**src/rtl/traffic_pkg.sv**
```systemverilog
// Shared types and parameter defaults for the traffic phase scheduler.
package traffic_pkg;

    // Scheduler states; the encoding is visible on the phase output
    typedef enum logic [2:0] {
        ST_IDLE     = 3'd0,
        ST_NS_GREEN = 3'd1,
        ST_NS_CLEAR = 3'd2,
        ST_EW_GREEN = 3'd3,
        ST_EW_CLEAR = 3'd4
    } state_e;

    // Phase groups: north/south and east/west
    typedef enum logic {
        GRP_NS = 1'b0,
        GRP_EW = 1'b1
    } group_e;

    localparam int MIN_GREEN_DEF = 4;
    localparam int MAX_GREEN_DEF = 16;
    localparam int CLEAR_DEF     = 2;

    localparam int unsigned PHASE_W = 3;

    // Timer width: enough to reach MAX_GREEN-1 plus one bit of headroom
    function automatic int unsigned timer_width(input int max_green);
        return int'($clog2(max_green)) + 1;
    endfunction

endpackage

```
**src/rtl/phase_timer.sv**
```systemverilog
// Restartable saturating phase timer with threshold compares.
module phase_timer
    import traffic_pkg::*;
#(
    parameter int MIN_GREEN = MIN_GREEN_DEF,
    parameter int MAX_GREEN = MAX_GREEN_DEF,
    parameter int CLEAR     = CLEAR_DEF
) (
    input  logic clk,
    input  logic clear,
    output logic min_done,
    output logic max_done,
    output logic clear_done
);

    localparam int unsigned TW = timer_width(MAX_GREEN);

    logic [TW-1:0] count;

    // Count up from zero after each clear; hold at all-ones instead of wrapping
    always_ff @(posedge clk) begin
        if (clear) begin
            count <= '0;
        end else if (count != '1) begin
            count <= count + TW'(1);
        end
    end

    // Threshold compares against the per-phase limits
    always_comb begin
        min_done   = (count >= TW'(MIN_GREEN - 1));
        max_done   = (count >= TW'(MAX_GREEN - 1));
        clear_done = (count >= TW'(CLEAR - 1));
    end

endmodule

```
**src/rtl/traffic_phase_scheduler.sv**
```systemverilog
// Two-phase (NS/EW) traffic scheduler with request latches, min/max green and all-red clearance.
module traffic_phase_scheduler
    import traffic_pkg::*;
#(
    parameter int MIN_GREEN = MIN_GREEN_DEF,
    parameter int MAX_GREEN = MAX_GREEN_DEF,
    parameter int CLEAR     = CLEAR_DEF
) (
    input  logic               clk,
    input  logic               rst,
    input  logic               sense_n,
    input  logic               sense_s,
    input  logic               sense_e,
    input  logic               sense_w,
    output logic               go_n,
    output logic               go_s,
    output logic               go_e,
    output logic               go_w,
    output logic [PHASE_W-1:0] phase
);

    localparam int unsigned TW        = timer_width(MAX_GREEN);
    localparam int          TIMER_MAX = (2 ** TW) - 1;

    // Parameter sanity: reject configurations that cannot schedule correctly
    if (MIN_GREEN < 1) begin : g_bad_min_green
        $error("MIN_GREEN must be at least 1");
    end
    if (CLEAR < 1) begin : g_bad_clear
        $error("CLEAR must be at least 1");
    end
    if (MAX_GREEN < MIN_GREEN) begin : g_bad_max_green
        $error("MAX_GREEN must not be below MIN_GREEN");
    end
    if (CLEAR - 1 > TIMER_MAX) begin : g_bad_clear_range
        $error("CLEAR exceeds the phase timer range");
    end

    state_e     state_q;
    state_e     state_d;
    group_e     last_q;
    logic [3:0] req_q;      // {n, s, e, w}
    logic [3:0] sense_v;
    logic [3:0] go_v;
    logic       ns_req;
    logic       ew_req;
    logic       timer_clear;
    logic       min_done;
    logic       max_done;
    logic       clear_done;

    assign sense_v = {sense_n, sense_s, sense_e, sense_w};
    assign go_v    = {go_n, go_s, go_e, go_w};
    assign ns_req  = req_q[3] | req_q[2];
    assign ew_req  = req_q[1] | req_q[0];

    // Timer restarts on every state change and on reset
    assign timer_clear = rst | (state_d != state_q);

    phase_timer #(
        .MIN_GREEN (MIN_GREEN),
        .MAX_GREEN (MAX_GREEN),
        .CLEAR     (CLEAR)
    ) u_phase_timer (
        .clk        (clk),
        .clear      (timer_clear),
        .min_done   (min_done),
        .max_done   (max_done),
        .clear_done (clear_done)
    );

    // Request latches: set by sense, cleared once served and the approach is empty
    always_ff @(posedge clk) begin
        if (rst) begin
            req_q <= '0;
        end else begin
            req_q <= sense_v | (req_q & ~go_v);
        end
    end

    // Remember which phase was served last, for alternation out of IDLE
    always_ff @(posedge clk) begin
        if (rst) begin
            last_q <= GRP_EW;
        end else if (state_d == ST_NS_CLEAR && state_q != ST_NS_CLEAR) begin
            last_q <= GRP_NS;
        end else if (state_d == ST_EW_CLEAR && state_q != ST_EW_CLEAR) begin
            last_q <= GRP_EW;
        end
    end

    // State register
    always_ff @(posedge clk) begin
        if (rst) begin
            state_q <= ST_IDLE;
        end else begin
            state_q <= state_d;
        end
    end

    // Next-state logic
    always_comb begin
        state_d = state_q;
        unique case (state_q)
            ST_IDLE: begin
                if (ns_req && (last_q == GRP_EW || !ew_req)) begin
                    state_d = ST_NS_GREEN;
                end else if (ew_req) begin
                    state_d = ST_EW_GREEN;
                end
            end
            ST_NS_GREEN: begin
                if ((min_done && !ns_req) || (max_done && ew_req)) begin
                    state_d = ST_NS_CLEAR;
                end
            end
            ST_NS_CLEAR: begin
                if (clear_done) begin
                    state_d = ew_req ? ST_EW_GREEN : ST_IDLE;
                end
            end
            ST_EW_GREEN: begin
                if ((min_done && !ew_req) || (max_done && ns_req)) begin
                    state_d = ST_EW_CLEAR;
                end
            end
            ST_EW_CLEAR: begin
                if (clear_done) begin
                    state_d = ns_req ? ST_NS_GREEN : ST_IDLE;
                end
            end
            default: state_d = ST_IDLE;
        endcase
    end

    // Output decode from the registered state
    always_comb begin
        go_n  = 1'b0;
        go_s  = 1'b0;
        go_e  = 1'b0;
        go_w  = 1'b0;
        phase = PHASE_W'(state_q);
        if (state_q == ST_NS_GREEN) begin
            go_n = 1'b1;
            go_s = 1'b1;
        end
        if (state_q == ST_EW_GREEN) begin
            go_e = 1'b1;
            go_w = 1'b1;
        end
    end

endmodule

```
**config.mk**
```make
export PLATFORM = sky130hd
export DESIGN_NAME = traffic_phase_scheduler
export DESIGN_NICKNAME = d
export VERILOG_FILES = /design/src/rtl/traffic_pkg.sv /design/src/rtl/phase_timer.sv /design/src/rtl/traffic_phase_scheduler.sv
export SDC_FILE = /design/constraint.sdc
export NUM_CORES = 1
export LEC_CHECK = 0
export BUFFER_PORTS_ARGS = -buffer_cell sky130_fd_sc_hd__buf_2
export CORE_MARGIN = 2
export CORE_UTILIZATION = 49
export CTS_CLUSTER_DIAMETER = 150
export DETAILED_ROUTE_END_ITERATION = 8
export PLACE_DENSITY = 0.73
export SKIP_CTS_REPAIR_TIMING = 1
export SLEW_MARGIN = 20
export SYNTH_ARGS = -nofsm -noshare
export SYNTH_HDL_FRONTEND = slang
export SYNTH_SLANG_ARGS = --single-unit
```
**constraint.sdc**
```tcl
create_clock -name clk -period 2.3 [get_ports clk]
set_clock_uncertainty 0.15 [all_clocks]
set_input_delay 0.575 -clock clk [delete_from_list [all_inputs] [get_ports clk]]
set_output_delay 0.575 -clock clk [all_outputs]
set_load 0.005 [all_outputs]
```
==> results of run 1 <==
## worst max-delay path, stage by stage, from the launching register on
cell and delay (ps):
dfxtp_1 320, ha_1 220, and3_2 230, ha_1 190
nor2_2 120, a21oi_1 110, or2_1 270, or3_1 340
a311oi_2 240
## cell type report
| class | instances | area [um^2] |
|---|---|---|
| timing repair buffer | 18 | 105 |
| sequential | 13 | 262 |
| inverter | 7 | 26.3 |
| clock buffer | 4 | 26.3 |
| fill | 140 | 669 |
| multi-input combinational | 74 | 579 |
| tap | 17 | 21.3 |
## synthesized netlist by cell type
| library cell | instances | share of area, % |
|---|---|---|
| and3_2 | 1 | 0.88 |
| a211oi_1 | 2 | 1.8 |
| buf_6 | 1 | 1.3 |
| nor3_4 | 1 | 1.9 |
| nor2_1 | 11 | 4.8 |
| or2_2 | 2 | 1.5 |
| nand2b_1 | 1 | 0.73 |
| nand4_1 | 1 | 0.73 |
| a21o_2 | 1 | 1.0 |
| a21oi_2 | 2 | 2.1 |
| nor4_1 | 5 | 3.7 |
| a21o_1 | 1 | 0.88 |
| or3b_4 | 1 | 1.3 |
| a311oi_1 | 1 | 1.0 |
| buf_1 | 1 | 0.44 |
| ha_1 | 4 | 5.9 |
| nand2_1 | 3 | 1.3 |
| o2111ai_1 | 1 | 1.0 |
| o21ai_0 | 3 | 1.8 |
| a32oi_2 | 1 | 1.9 |
| o22ai_1 | 1 | 0.73 |
| dfxtp_1 | 13 | 30 |
| o32ai_1 | 1 | 1.0 |
| inv_1 | 7 | 3.1 |
| or3_1 | 2 | 1.5 |
| nor2b_1 | 1 | 0.73 |
| o21bai_1 | 3 | 2.6 |
| xnor2_1 | 1 | 1.0 |
| xor2_1 | 2 | 2.1 |
| nor3_1 | 3 | 1.8 |
| a211oi_2 | 1 | 1.5 |
| a21oi_1 | 10 | 5.9 |
| or2_1 | 1 | 0.73 |
| buf_4 | 3 | 2.6 |
| a2111oi_4 | 1 | 3.2 |
| a31oi_2 | 1 | 1.5 |
| nand4b_1 | 1 | 1.0 |
| a22oi_1 | 2 | 1.8 |
| and3b_1 | 1 | 1.0 |
## kinds of logic (layout without fill, tap and decap cells)
group | Yosys count | in the layout | synth area share (%)
xor gates and xnor gates | 3 | 3 | 3.08
buffers and inverters | 12 | 29 | 7.47
DFF | 13 | 13 | 30.5
AOI/OAI and AO/OA | 32 | 32 | 29.6
adders and majority gates | 4 | 4 | 5.86
and+or+nand+nor | 35 | 35 | 23.6
## worst max-delay path by stage
| stage | start | to | slack [ps] | cells past startpoint |
|---|---|---|---|---|
| after CTS | phase[1] | go_e | 20 | 5 |
| after detailed placement | u_phase_timer.count[0] | phase[1] | 70 | 8 |
| after floorplan | u_phase_timer.count[0] | phase[1] | 70 | 8 |
| after global routing | u_phase_timer.count[0] | phase[1] | -70 | 8 |
| after global placement | u_phase_timer.count[0] | phase[1] | 110 | 8 |
| final | u_phase_timer.count[0] | phase[1] | 30 | 8 |
## state kept, by name, indices dropped and copies added, names as in the netlist
| name | cells |
|---|---|
| last_q | 1 |
| phase | 3 |
| req_q | 4 |
| u_phase_timer.count | 5 |
## power breakdown
part / switching (uW) / internal (uW)
registers: 23.3 / 242
logic: 128 / 94.5
clock network: 76.6 / 67.5
total: 228 / 404
## per-layer routing
layer | wire [um] | global-route usage (%) | vias to the layer above
met3 | 73 | 4.37 | 9
met4 | 76 | 14.9 | 0
met5 | 0 | 0 | -
met1 | 964 | 27.8 | 391
met2 | 927 | 29.3 | 31
li1 | - | - | 400
## through the flow
step | hold slack (ps) | power (uW) | instances | worst slack, ps | setup TNS (ps)
6_report | 346 | 632 | 133 | 27.2 | 0
5_1_grt | 352 | 663 | 133 | -67.2 | -201
4_1_cts | 341 | 604 | 132 | 20.1 | 0
3_5_place_dp | 388 | 460 | 128 | 66.3 | 0
3_3_place_gp | 379 | 455 | 128 | 106 | 0
2_1_floorplan | 353 | 410 | 99 | 74.1 | 0
==> impl_metrics.tcl, run 1 <==
set metrics [dict create \
    status "completed" \
    cts.clk_slew.worst_paths_ps 80 \
    via_per_inst 6.25 \
    startpoint_type "flop" \
    fmax_mhz 440 \
    drv_slew 0 \
    r2r_slack_ps 30 \
    final_util_pct 60.4 \
    grt_pass1_wl_mm 3.02 \
    hp-class "primary input to flop" \
    numCtsBuffers 3 \
    rsz0062_at_grt "true" \
    clkLatencyLatePin_ps 280 \
    ant_nets 0 \
    vias 831 \
    final.period_utilization_pct 98.8 \
    initial_core_util_pct 50.6 \
    cts-root-buf "clkbuf_4" \
    drc_errors 0 \
    drive_above_1_share_pct 35.3 \
    cp.required_ps 2350 \
    drv_cap 0 \
    layout_common_cells "buf_2, dfxtp_1, a21oi_1, nor2_1, inv_1" \
    synth_nets 109 \
    overflow 0 \
    wl_per_cell_um 15.4 \
    yosys_warnings 0 \
    grt_max_degree 13 \
    hold_violations 0 \
    nets 127 \
    cp.arrival_ps 2320 \
    grt_pass1_vias 703 \
    p_leak_uw 0.000425 \
    tightest_slew_ps 546 \
    clock_path_buffers 2 \
    diodes 0 \
    ys_seq_elements 13 \
    setup_viol 0 \
    cp-end-kind "flop" \
    fin_area_um2 1020 \
    clock_sinks 13 \
    synth_cell_types 39 \
    reg2regPathDepth 8 \
    syn_to_final_growth_pct 19.3 \
    pwr_density_cell_nw_per_um2 620 \
    gr-usage-all-layers_pct 20.8 \
    syn_inst 99 \
    gp_congestion 0.827 \
    post_synth.cell_area_avg_um2 8.63 \
    worstHoldStart "sense_s" \
    reg2reg_to "phase[1]" \
    dpl.hpwl_mm 1.45 \
    totalWireLength_mm 2.04 \
    num_rows 15 \
    slew-limit-headroom_pct 63.6 \
    drt-pass1-iter-count 4 \
    min_path_cells 3 \
    dpl_cell_area_um2 936 \
    yosysSeqAreaShare_pct 30.5 \
    reg2reg_from "u_phase_timer.count[0]" \
    drt_iter0_markers 35 \
    die_h_um 45.8 \
    cts_tree "done" \
    ios 13 \
    crit_fanout 3 \
    fp.coreArea_um2 1690 \
    port_buffers 12 \
    antenna_found_initial 0 \
    die_w_um 45.8 \
    synth_area_um2 855 \
    min_period_ps 2270 \
    whs_endpoint "req_q[2]" \
    dieArea_um2 2090 \
    ir_worst_vdd_v 0.000408 \
    crit_type "flop to flop" \
    htreeDepth 1 \
]
No activity file was read; power rests on OpenSTA's default activity.
==> run 2, diff against run 1 <==
--- a/config.mk
+++ b/config.mk
@@ -6,12 +6,13 @@
 export NUM_CORES = 1
 export LEC_CHECK = 0
 export BUFFER_PORTS_ARGS = -buffer_cell sky130_fd_sc_hd__buf_2
+export CORE_ASPECT_RATIO = 0.7
 export CORE_MARGIN = 2
-export CORE_UTILIZATION = 49
+export CORE_UTILIZATION = 30
 export CTS_CLUSTER_DIAMETER = 150
 export DETAILED_ROUTE_END_ITERATION = 8
-export PLACE_DENSITY = 0.73
 export SKIP_CTS_REPAIR_TIMING = 1
+export SKIP_LAST_GASP = 1
 export SLEW_MARGIN = 20
 export SYNTH_ARGS = -nofsm -noshare
 export SYNTH_HDL_FRONTEND = slang
==> run 2 against run 1 <==
Die area increased by 58%; critical path type unchanged; worst setup slack improved by 75 ps; critical path depth increased by 1; sequential power increased by 2%; non-clock buffer count unchanged; first-iteration DRC count increased by 49%; final cell count increased by 14%; largest cell class unchanged; via count decreased by 4.1%; routed wire length increased by 6.8%.
==> impl_metrics.tcl, run 2 (synthesis gave the netlist of run 1 again) <==
set metrics [dict create \
    dpl.hpwl_mm 1.55 \
    grt_max_degree 13 \
    p_total_uw 709 \
    hp-class "primary input to flop" \
    final.period_utilization_pct 95.6 \
    drt_iter0_markers 52 \
    ant_nets 0 \
    fp.coreArea_um2 2760 \
    cts-root-buf "clkbuf_8" \
    syn_to_final_growth_pct 25.8 \
    cp.required_ps 2310 \
    gr-usage-all-layers_pct 13.8 \
    ios 13 \
    via_per_inst 5.24 \
    diodes 0 \
    clock_path_buffers 2 \
    nets 127 \
    antenna_found_initial 0 \
    overflow 0 \
    worstHoldStart "sense_n" \
    die_h_um 48.7 \
    worstSetupStartpoint "u_phase_timer.count[0]" \
    drive_above_1_share_pct 36.2 \
    die_w_um 67.8 \
    internal_power_uw 462 \
    hold_ws_ps 388 \
    sequentialPowerShare_pct 37.9 \
    htreeDepth 1 \
    initial_core_util_pct 30.9 \
    p_leak_uw 0.000432 \
    swShare_pct 34.8 \
    reg2reg_from "u_phase_timer.count[0]" \
    drc_errors 0 \
    combPwrFrac_pct 32.4 \
    numCtsBuffers 3 \
    multi_input_area_um2 592 \
    grt_pass1_vias 718 \
    crit_fanout 5 \
    seq_area_um2 262 \
    ir_worst_vdd_v 0.000187 \
    pwr_density_cell_nw_per_um2 660 \
    min_period_ps 2200 \
    slew-limit-headroom_pct 63.1 \
    cp-end-kind "flop" \
    p_sw_uw 247 \
    cp.arrival_ps 2210 \
    port_buffers 12 \
    hold_violations 0 \
    clock_sinks 13 \
    largest_register_ffs 5 \
    status "completed" \
    totalWireLength_mm 2.18 \
    drv_cap 0 \
    dieArea_um2 3300 \
    crit_type "flop to flop" \
    wl_per_cell_um 14.3 \
    layout_common_cells "buf_2, dfxtp_1, a21oi_1, nor2_1, inv_1" \
    clkLatencyLatePin_ps 250 \
    cts.clk_slew.worst_paths_ps 60 \
    setup_viol 0 \
    num_rows 16 \
    vias 797 \
    p_clk_share_pct 29.7 \
    fmax_mhz 455 \
    tightest_slew_ps 552 \
    grt_pass1_wl_mm 3.39 \
    fillers 284 \
    drt-pass1-iter-count 4 \
    startpoint_type "flop" \
    cts_tree "done" \
    drv_slew 0 \
    gp_congestion 0.887 \
    regMostFlops "u_phase_timer.count" \
]
## run 2: cell counts in the layout (fill, tap and decap cells not counted)
Identical to the previous run, type by type.
## run 2: power by group through the flow
stage | clock (uW) | sequential [uW] | combinational (uW)
after floorplan | 0 | 266 | 144
after global placement | 0 | 270 | 189
after detailed placement | 0 | 271 | 191
after CTS | 217 | 266 | 192
after global routing | 234 | 271 | 251
final | 211 | 269 | 230
## run 2: cell type report
class	instances	share of cell area [%]
multi-input combinational	74	55.1
sequential	13	24.3
timing repair buffer	18	9.78
clock buffer	4	4.19
inverter	7	2.44
tap	36	4.19
## run 2: final timing paths
kind | end | slack (ps) | cells past startpoint
worst max-delay path | u_phase_timer.count[2] | 100 | 9
worst min-delay path | req_q[3] | 390 | 3
worst max register to register | u_phase_timer.count[2] | 100 | 9
worst min register to register | req_q[1] | 410 | 2
## run 2: metal layers
layer / GRT usage (%) / share of wire, % / vias up
li1: - / - / 395
met1: 20.4 / 49 / 379
met2: 18.3 / 44 / 17
met3: 4.19 / 4.5 / 6
met4: 5.67 / 1.9 / 0
met5: 0 / 0 / -
## run 2: stage by stage
| stage | utilization [%] | setup WS, ps | TNS, ps | instances | cell area, um^2 |
|---|---|---|---|---|---|
| floorplan | - | 74.1 | 0 | 99 | 855 |
| global placement | 34.7 | 83.7 | 0 | 147 | 960 |
| detailed placement | 34.7 | 33.9 | 0 | 147 | 960 |
| CTS | 36.4 | 27.7 | 0 | 151 | 1000 |
| global route | 38.9 | -8.04 | -8.04 | 152 | 1070 |
| finish | 38.9 | 102 | 0 | 152 | 1070 |
## run 2: worst max-delay path, stage by stage (launching register included)
cell and delay [ps]:
dfxtp_1 310, ha_2 190, and3_2 220, ha_1 210, nor2_4 140, buf_4 130
a211oi_2 60, a31oi_2 240, a32oi_4 200, nor4_1 270
